## src/rtl/mem_port_arbiter.sv

```systemverilog
// Arbitrates a fetch port and a load/store port onto one single-outstanding memory port.
// Optional macro ARB_ROUND_ROBIN_EN: ties alternate; otherwise load/store wins every tie.
module mem_port_arbiter #(
  parameter int AW = 32,
  parameter int DW = 32
) (
  input  logic          clk,
  input  logic          rst,
  input  logic          if_req,
  input  logic [AW-1:0] if_addr,
  output logic          if_gnt,
  output logic          if_rvalid,
  output logic [DW-1:0] if_rdata,
  input  logic          ls_req,
  input  logic          ls_we,
  input  logic [AW-1:0] ls_addr,
  input  logic [DW-1:0] ls_wdata,
  output logic          ls_gnt,
  output logic          ls_rvalid,
  output logic [DW-1:0] ls_rdata,
  output logic          mem_req,
  output logic          mem_we,
  output logic [AW-1:0] mem_addr,
  output logic [DW-1:0] mem_wdata,
  input  logic          mem_rvalid,
  input  logic [DW-1:0] mem_rdata,
  output logic          sel,
  output logic [1:0]    dbg_state
);

  // Handshake: a requester holds req and its payload until it sees gnt for one
  // cycle; the response arrives later as a single-cycle rvalid with rdata.
  typedef enum logic [1:0] {
    IDLE    = 2'd0,
    BUSY_IF = 2'd1,
    BUSY_LS = 2'd2
  } state_t;

  state_t state, state_next;
  logic   sel_q, sel_next;
  logic   grant_if, grant_ls;
  logic   ls_wins_tie;

`ifdef ARB_ROUND_ROBIN_EN
  // last_ls: 1 when the most recent grant went to load/store.
  logic last_ls;

  always_ff @(posedge clk) begin
    if (rst) begin
      last_ls <= 1'b1;
    end else if (grant_if || grant_ls) begin
      last_ls <= grant_ls;
    end
  end

  assign ls_wins_tie = !last_ls;
`else
  assign ls_wins_tie = 1'b1;
`endif

  always_comb begin
    state_next = state;
    grant_if   = 1'b0;
    grant_ls   = 1'b0;
    if_rvalid  = 1'b0;
    ls_rvalid  = 1'b0;
    case (state)
      IDLE: begin
        if (!rst) begin
          grant_ls = ls_req && (!if_req || ls_wins_tie);
          grant_if = if_req && !grant_ls;
        end
        if (grant_ls) begin
          state_next = BUSY_LS;
        end else if (grant_if) begin
          state_next = BUSY_IF;
        end
      end
      BUSY_IF: begin
        if (mem_rvalid) begin
          if_rvalid  = !rst;
          state_next = IDLE;
        end
      end
      BUSY_LS: begin
        if (mem_rvalid) begin
          ls_rvalid  = !rst;
          state_next = IDLE;
        end
      end
      default: state_next = IDLE;
    endcase
  end

  // The select only moves on a grant; busy cycles and idle gaps keep the owner.
  assign sel_next  = grant_ls ? 1'b1 : (grant_if ? 1'b0 : sel_q);
  assign sel       = sel_next;
  assign if_gnt    = grant_if;
  assign ls_gnt    = grant_ls;
  assign mem_req   = grant_if || grant_ls;
  assign mem_we    = grant_ls && ls_we;
  assign mem_addr  = sel_next ? ls_addr : if_addr;
  assign mem_wdata = sel_next ? ls_wdata : '0;
  assign if_rdata  = mem_rdata;
  assign ls_rdata  = mem_rdata;
  assign dbg_state = state;

  always_ff @(posedge clk) begin
    if (rst) begin
      state <= IDLE;
      sel_q <= 1'b0;
    end else begin
      state <= state_next;
      sel_q <= sel_next;
    end
  end

endmodule

```

## config.mk

```make
export PLATFORM = sky130hd
export DESIGN_NAME = mem_port_arbiter
export DESIGN_NICKNAME = d
export VERILOG_FILES = /design/src/rtl/mem_port_arbiter.sv
export SDC_FILE = /design/constraint.sdc
export NUM_CORES = 1
export LEC_CHECK = 0
export BUFFER_PORTS_ARGS = -buffer_cell sky130_fd_sc_hd__buf_4
export CORE_AREA = 3 3 104 106
export DETAILED_ROUTE_END_ITERATION = 10
export DIE_AREA = 0 0 107 109
export PLACE_DENSITY_LB_ADDON = 0.25
export SYNTH_ARGS = -nofsm -noshare
export SYNTH_HDL_FRONTEND = slang
export SYNTH_SLANG_ARGS = --single-unit
```

## constraint.sdc

```tcl
create_clock -name clk -period 5.2 [get_ports clk]
set_input_delay 0.52 -clock clk [delete_from_list [all_inputs] [get_ports clk]]
set_output_delay 0.52 -clock clk [all_outputs]
set_load 0.03 [all_outputs]
```

# --- After elaboration in Yosys (flattened, before gate mapping) ---
# Cells that the tools add are included.
totals:
  wordCells: 31
  output_inout_bits: 137
  register_bits: 3
  inputBits: 134
classes:
  reduce_logical: 8
  eq_ne: 4
  n_mux: 17
op_table:
  columns: ["op", "n"]
  rows:
  - ["$mux 32", 2]
  - ["$mux 1", 11]
  - ["$mux 2", 3]
  - ["$pmux 2 s2", 1]
  - ["$ne 3x3->1 const B", 1]
  - ["$eq 2x1->1 const B", 1]
  - ["$eq 2x2->1 const B", 1]
  - ["$logic_and 1x1->1", 2]
  - ["$logic_not 1->1", 2]
  - ["$logic_not 2->1", 1]
  - ["$ne 2x1->1 const B", 1]
  - ["$reduce_and 2->1", 1]
  - ["$reduce_or 2->1", 1]
  - ["$logic_or 1x1->1", 1]

# --- Logic depth before layout (Yosys ltp) ---
depth:
  ltp_word: 8
  ltp_mapped: 7
  depth_no_buf: 5

# --- Least setup slack after synthesis ---
# No wires, ideal clock.
synth_timing:
  kind: "flip-flop to output port"
  startpoint: "register state[0], in the netlist dbg_state[0]"
  endpoint: "output mem_addr[25]"
  slack_ns: 2.666
  stages_incl_launch_ff: 8
  n_path_buf: 2
  required_ns: 4.680
  t_arrival_ns: 2.014
  cell_sequence: "dfxtp_1 > inv_1 > ha_1 > and3b_2 > a21oi_4 > buf_6 > buf_6 > mux2_2"
synth_via:
  word_cells_on_any_way: 6
  classes_between: "mux: 5; reduce/logical: 1"
synth_rtl:
  columns: ["item", "line", "source"]
  rows:
  - ["start, declared", "39", "state_t state, state_next;"]
  - ["start signal, assigned", "113", "state <= state_next;"]
  - ["$logic_not 2->1", "67", "case (state)"]
  - ["$mux 1", "67", null]
  - ["net ls_gnt", "18", "output logic ls_gnt,"]
  - ["$mux 1", "96", "assign sel_next = grant_ls ? 1'b1 : (grant_if ? 1'b0 : sel_q);"]
  - ["$mux 32", "102", "assign mem_addr = sel_next ? ls_addr : if_addr;"]
  - ["end, declared", "23", "output logic [AW-1:0] mem_addr,"]
# The timed path passes the listed nets, and every way through them passes these cells.

# --- Worst setup path after layout ---
layout_timing:
  startpoint: "register state[0], in the netlist dbg_state[0]"
  endpoint: "output mem_addr[0]"
layout_via:
  elab_chain_cells: 5
  word_cells_on_any_way: 6
  classes_between: "mux: 5; reduce/logical: 1"
layout_lines:
  columns: ["item", "line"]
  rows:
  - ["$logic_not 2->1 *", "67"]
  - ["$mux 1", "67"]
  - ["$mux 1", "96"]
  - ["$mux 1 *", "96"]
  - ["$mux 32 *", "102"]
# Mark *: on every way between the ends. The rest lies on a longest branch, timed or not.

==> run metrics <==
final standard cell utilization of the core=0.235; violation count after the first detailed-route iteration=55; Max Buffers Root-to-Sink=2; vias in the first global route=1459; type of the worst setup path=flop to output pin; number of buffers inserted during clock tree synthesis=3; Post-Route Setup TNS=0 ns; layout net count=408; post-place instance area=2280 sq um; part of the Yosys area used for sequential elements=0.0454; overflow left after global routing=0; required time of the worst setup path=4.68 ns; number of H-tree branching levels=1; die height=109 um; post-detailed-route wirelength per cell=11.8 um; endpoint type of the worst setup path=output pin; setup ws final=1.87 ns; warning count from the yosys run=0; Initial Util=0.134; leakage power total=1.19 nW; combined area of all synthesized cells=1320 sq um; gate count after technology mapping=161; post-route fraction of the period consumed by the critical path=0.641; delay of the slowest critical-path stage=0.59 ns; Finished Cell Area=2320 sq um; total global routing track utilization=0.0689; Die X-Extent=107 um; syn nets=298; average size of a mapped cell=8.21 sq um; critical path fanouts, max=34; synth-to-layout area growth=75.6%; fillers=1106; Yosys top cell area share=0.375; final count of negative-setup-slack endpoints=0; number of sinks driven by the clock tree=3; flop and latch count out of synthesis=3; crit-path cells=inv_1, ha_1, and3b_2, a21oi_4, buf_4, mux2_2, buf_4; antenna violations before repair=0; core region area=9860 sq um; port buffer count=174; share of cells above drive strength 1=0.793; distinct cell type count of the synthesized netlist=20; Placement Rows=36; power per cell area=192 nW/um^2; worst hold margin=0.513 ns; transition time at the pin with the least slew margin=0.756 ns; die area=11700 sq um; worst skew pair latency=0.21 ns; number of enable-type register cells in the synthesized netlist=0; total I/O pin count=271; proportion of synthesized flip-flops having asynchronous set or reset=0; diode count=0; detailed-route DRC error count=0; overall routed net length=4.77 mm; leading post-synthesis cells by cell area=sky130_fd_sc_hd__buf_4, sky130_fd_sc_hd__mux2_2, sky130_fd_sc_hd__nor2b_1; PnR Total Power=446 uW; post-route minimum period=3.33 ns; length of the first detailed-routing pass in iterations=2; total count of max-transition violations in the final report=0; wire length of the first global-routing pass=6.64 mm; Max Clock Freq=300 MHz; clock tree from TritonCTS=built; cell with the largest stage delay on the worst path=sky130_fd_sc_hd__a21oi_4; number of hold buffers added after CTS=0; cell taking the most area after synthesis=sky130_fd_sc_hd__buf_4; result of the run=completed; Hold Path Class=input pin to flop; Antenna Violating Nets Remaining=0; per-cell via count in the routed design=3.48; pre-CTS setup slack=2.06 ns; most common cell in the netlist=sky130_fd_sc_hd__buf_4; Worst setup SP type=flop; gp weighted congestion=0.731; vias=1401; top flip-flop cell by instance count after synthesis=sky130_fd_sc_hd__dfxtp_1; max-slew headroom at the worst pin=0.495; Synth top cells by count=sky130_fd_sc_hd__buf_4, sky130_fd_sc_hd__mux2_2, sky130_fd_sc_hd__nor2b_1; unrepaired setup endpoints after global routing=no; final-report hold violation count=0; number of non-filler instances in the completed layout=403; arrival time of data at the critical path endpoint=2.81 ns; peak supply drop=0.144 mV; Clock Pin Slew Worst Setup and Hold Paths=0.03 ns; cell at the root of the clock tree=sky130_fd_sc_hd__clkbuf_8; number of buffers inserted by post-CTS setup repair=0; largest net degree at the start of global routing=35; number of placed instances, taps included=399; Worst path most repeated cell=sky130_fd_sc_hd__buf_4; final setup skew=0.00234 ns; placed wire-length estimate after detailed placement=4.19 mm; number of instances resized during post-cts repair=0; maximum capacitance violations=0
[flip-flops by register name (all words and copies together) (netlist names)]
name	flops
dbg_state	2
sel_q	1
[per-layer routing]
metal | track usage | wire [um] | vias up | part of all wire
met1 | 0.0637 | 1500 | 600 | 0.32
met2 | 0.132 | 2450 | 111 | 0.51
met3 | 0.0355 | 734 | 18 | 0.15
li1 | - | - | 672 | -
met5 | 0 | 0 | - | 0
met4 | 0.0201 | 84 | 0 | 0.018
[worst paths after layout]
| check | cells after the start | end | startpoint | slack (ns) |
|---|---|---|---|---|
| setup / recovery | 7 | mem_addr[0] | dbg_state[0] | 1.87 |
| setup reg to reg | 7 | sel_q | dbg_state[0] | 2.75 |
| hold / removal | 2 | sel_q | rst | 0.51 |
| hold reg to reg | 2 | dbg_state[0] | dbg_state[0] | 0.56 |
[report_power, final]
group | internal [mW] | switching [mW]
registers | 0.0255 | 0.00200
clock network | 0.0522 | 0.0144
logic | 0.163 | 0.189
[kinds of logic after synthesis]
group,count (synthesis),synth area share
fa+ha+maj,3,0.0284
simple gates,44,0.211
mux,32,0.272
flops,3,0.0454
compound gates,5,0.0312
buf+inv,74,0.412
[critical path, delay by kind of cell (launching register included)]
family / cells / cell delay (ns)
AOI/OAI and AO/OA: 1 / 0.59
adders and majority gates: 1 / 0.25
and+or+nand+nor: 1 / 0.25
muxes: 1 / 0.39
DFF: 1 / 0.37
buffers and inverters: 3 / 0.72
[placed cells by master, fill, tap and decap left out, types with 2 or more instances in the layout]
| cell type | Yosys | final |
|---|---|---|
| sky130_fd_sc_hd__dfxtp_1 | 3 | 3 |
| sky130_fd_sc_hd__nand2b_1 | 3 | 3 |
| sky130_fd_sc_hd__buf_4 | 66 | 176 |
| sky130_fd_sc_hd__clkbuf_8 | 0 | 3 |
| sky130_fd_sc_hd__nor2_1 | 2 | 2 |
| sky130_fd_sc_hd__nor2b_1 | 32 | 32 |
| sky130_fd_sc_hd__ha_1 | 3 | 3 |
| sky130_fd_sc_hd__inv_1 | 3 | 3 |
| sky130_fd_sc_hd__mux2_2 | 32 | 32 |
| sky130_fd_sc_hd__and3b_1 | 2 | 2 |
| sky130_fd_sc_hd__a21oi_1 | 2 | 2 |
[cell type report]
cell class | instances | area [sq um] | share of cell area
multi-input cells | 84 | 718 | 0.309
flip-flops and latches | 3 | 60.1 | 0.0259
clock buffers | 4 | 45.0 | 0.0194
inverters | 3 | 11.3 | 0.00485
well taps | 133 | 166 | 0.0717
repair buffers | 176 | 1320 | 0.569
Note: power is estimated with default switching activity, not from simulation.
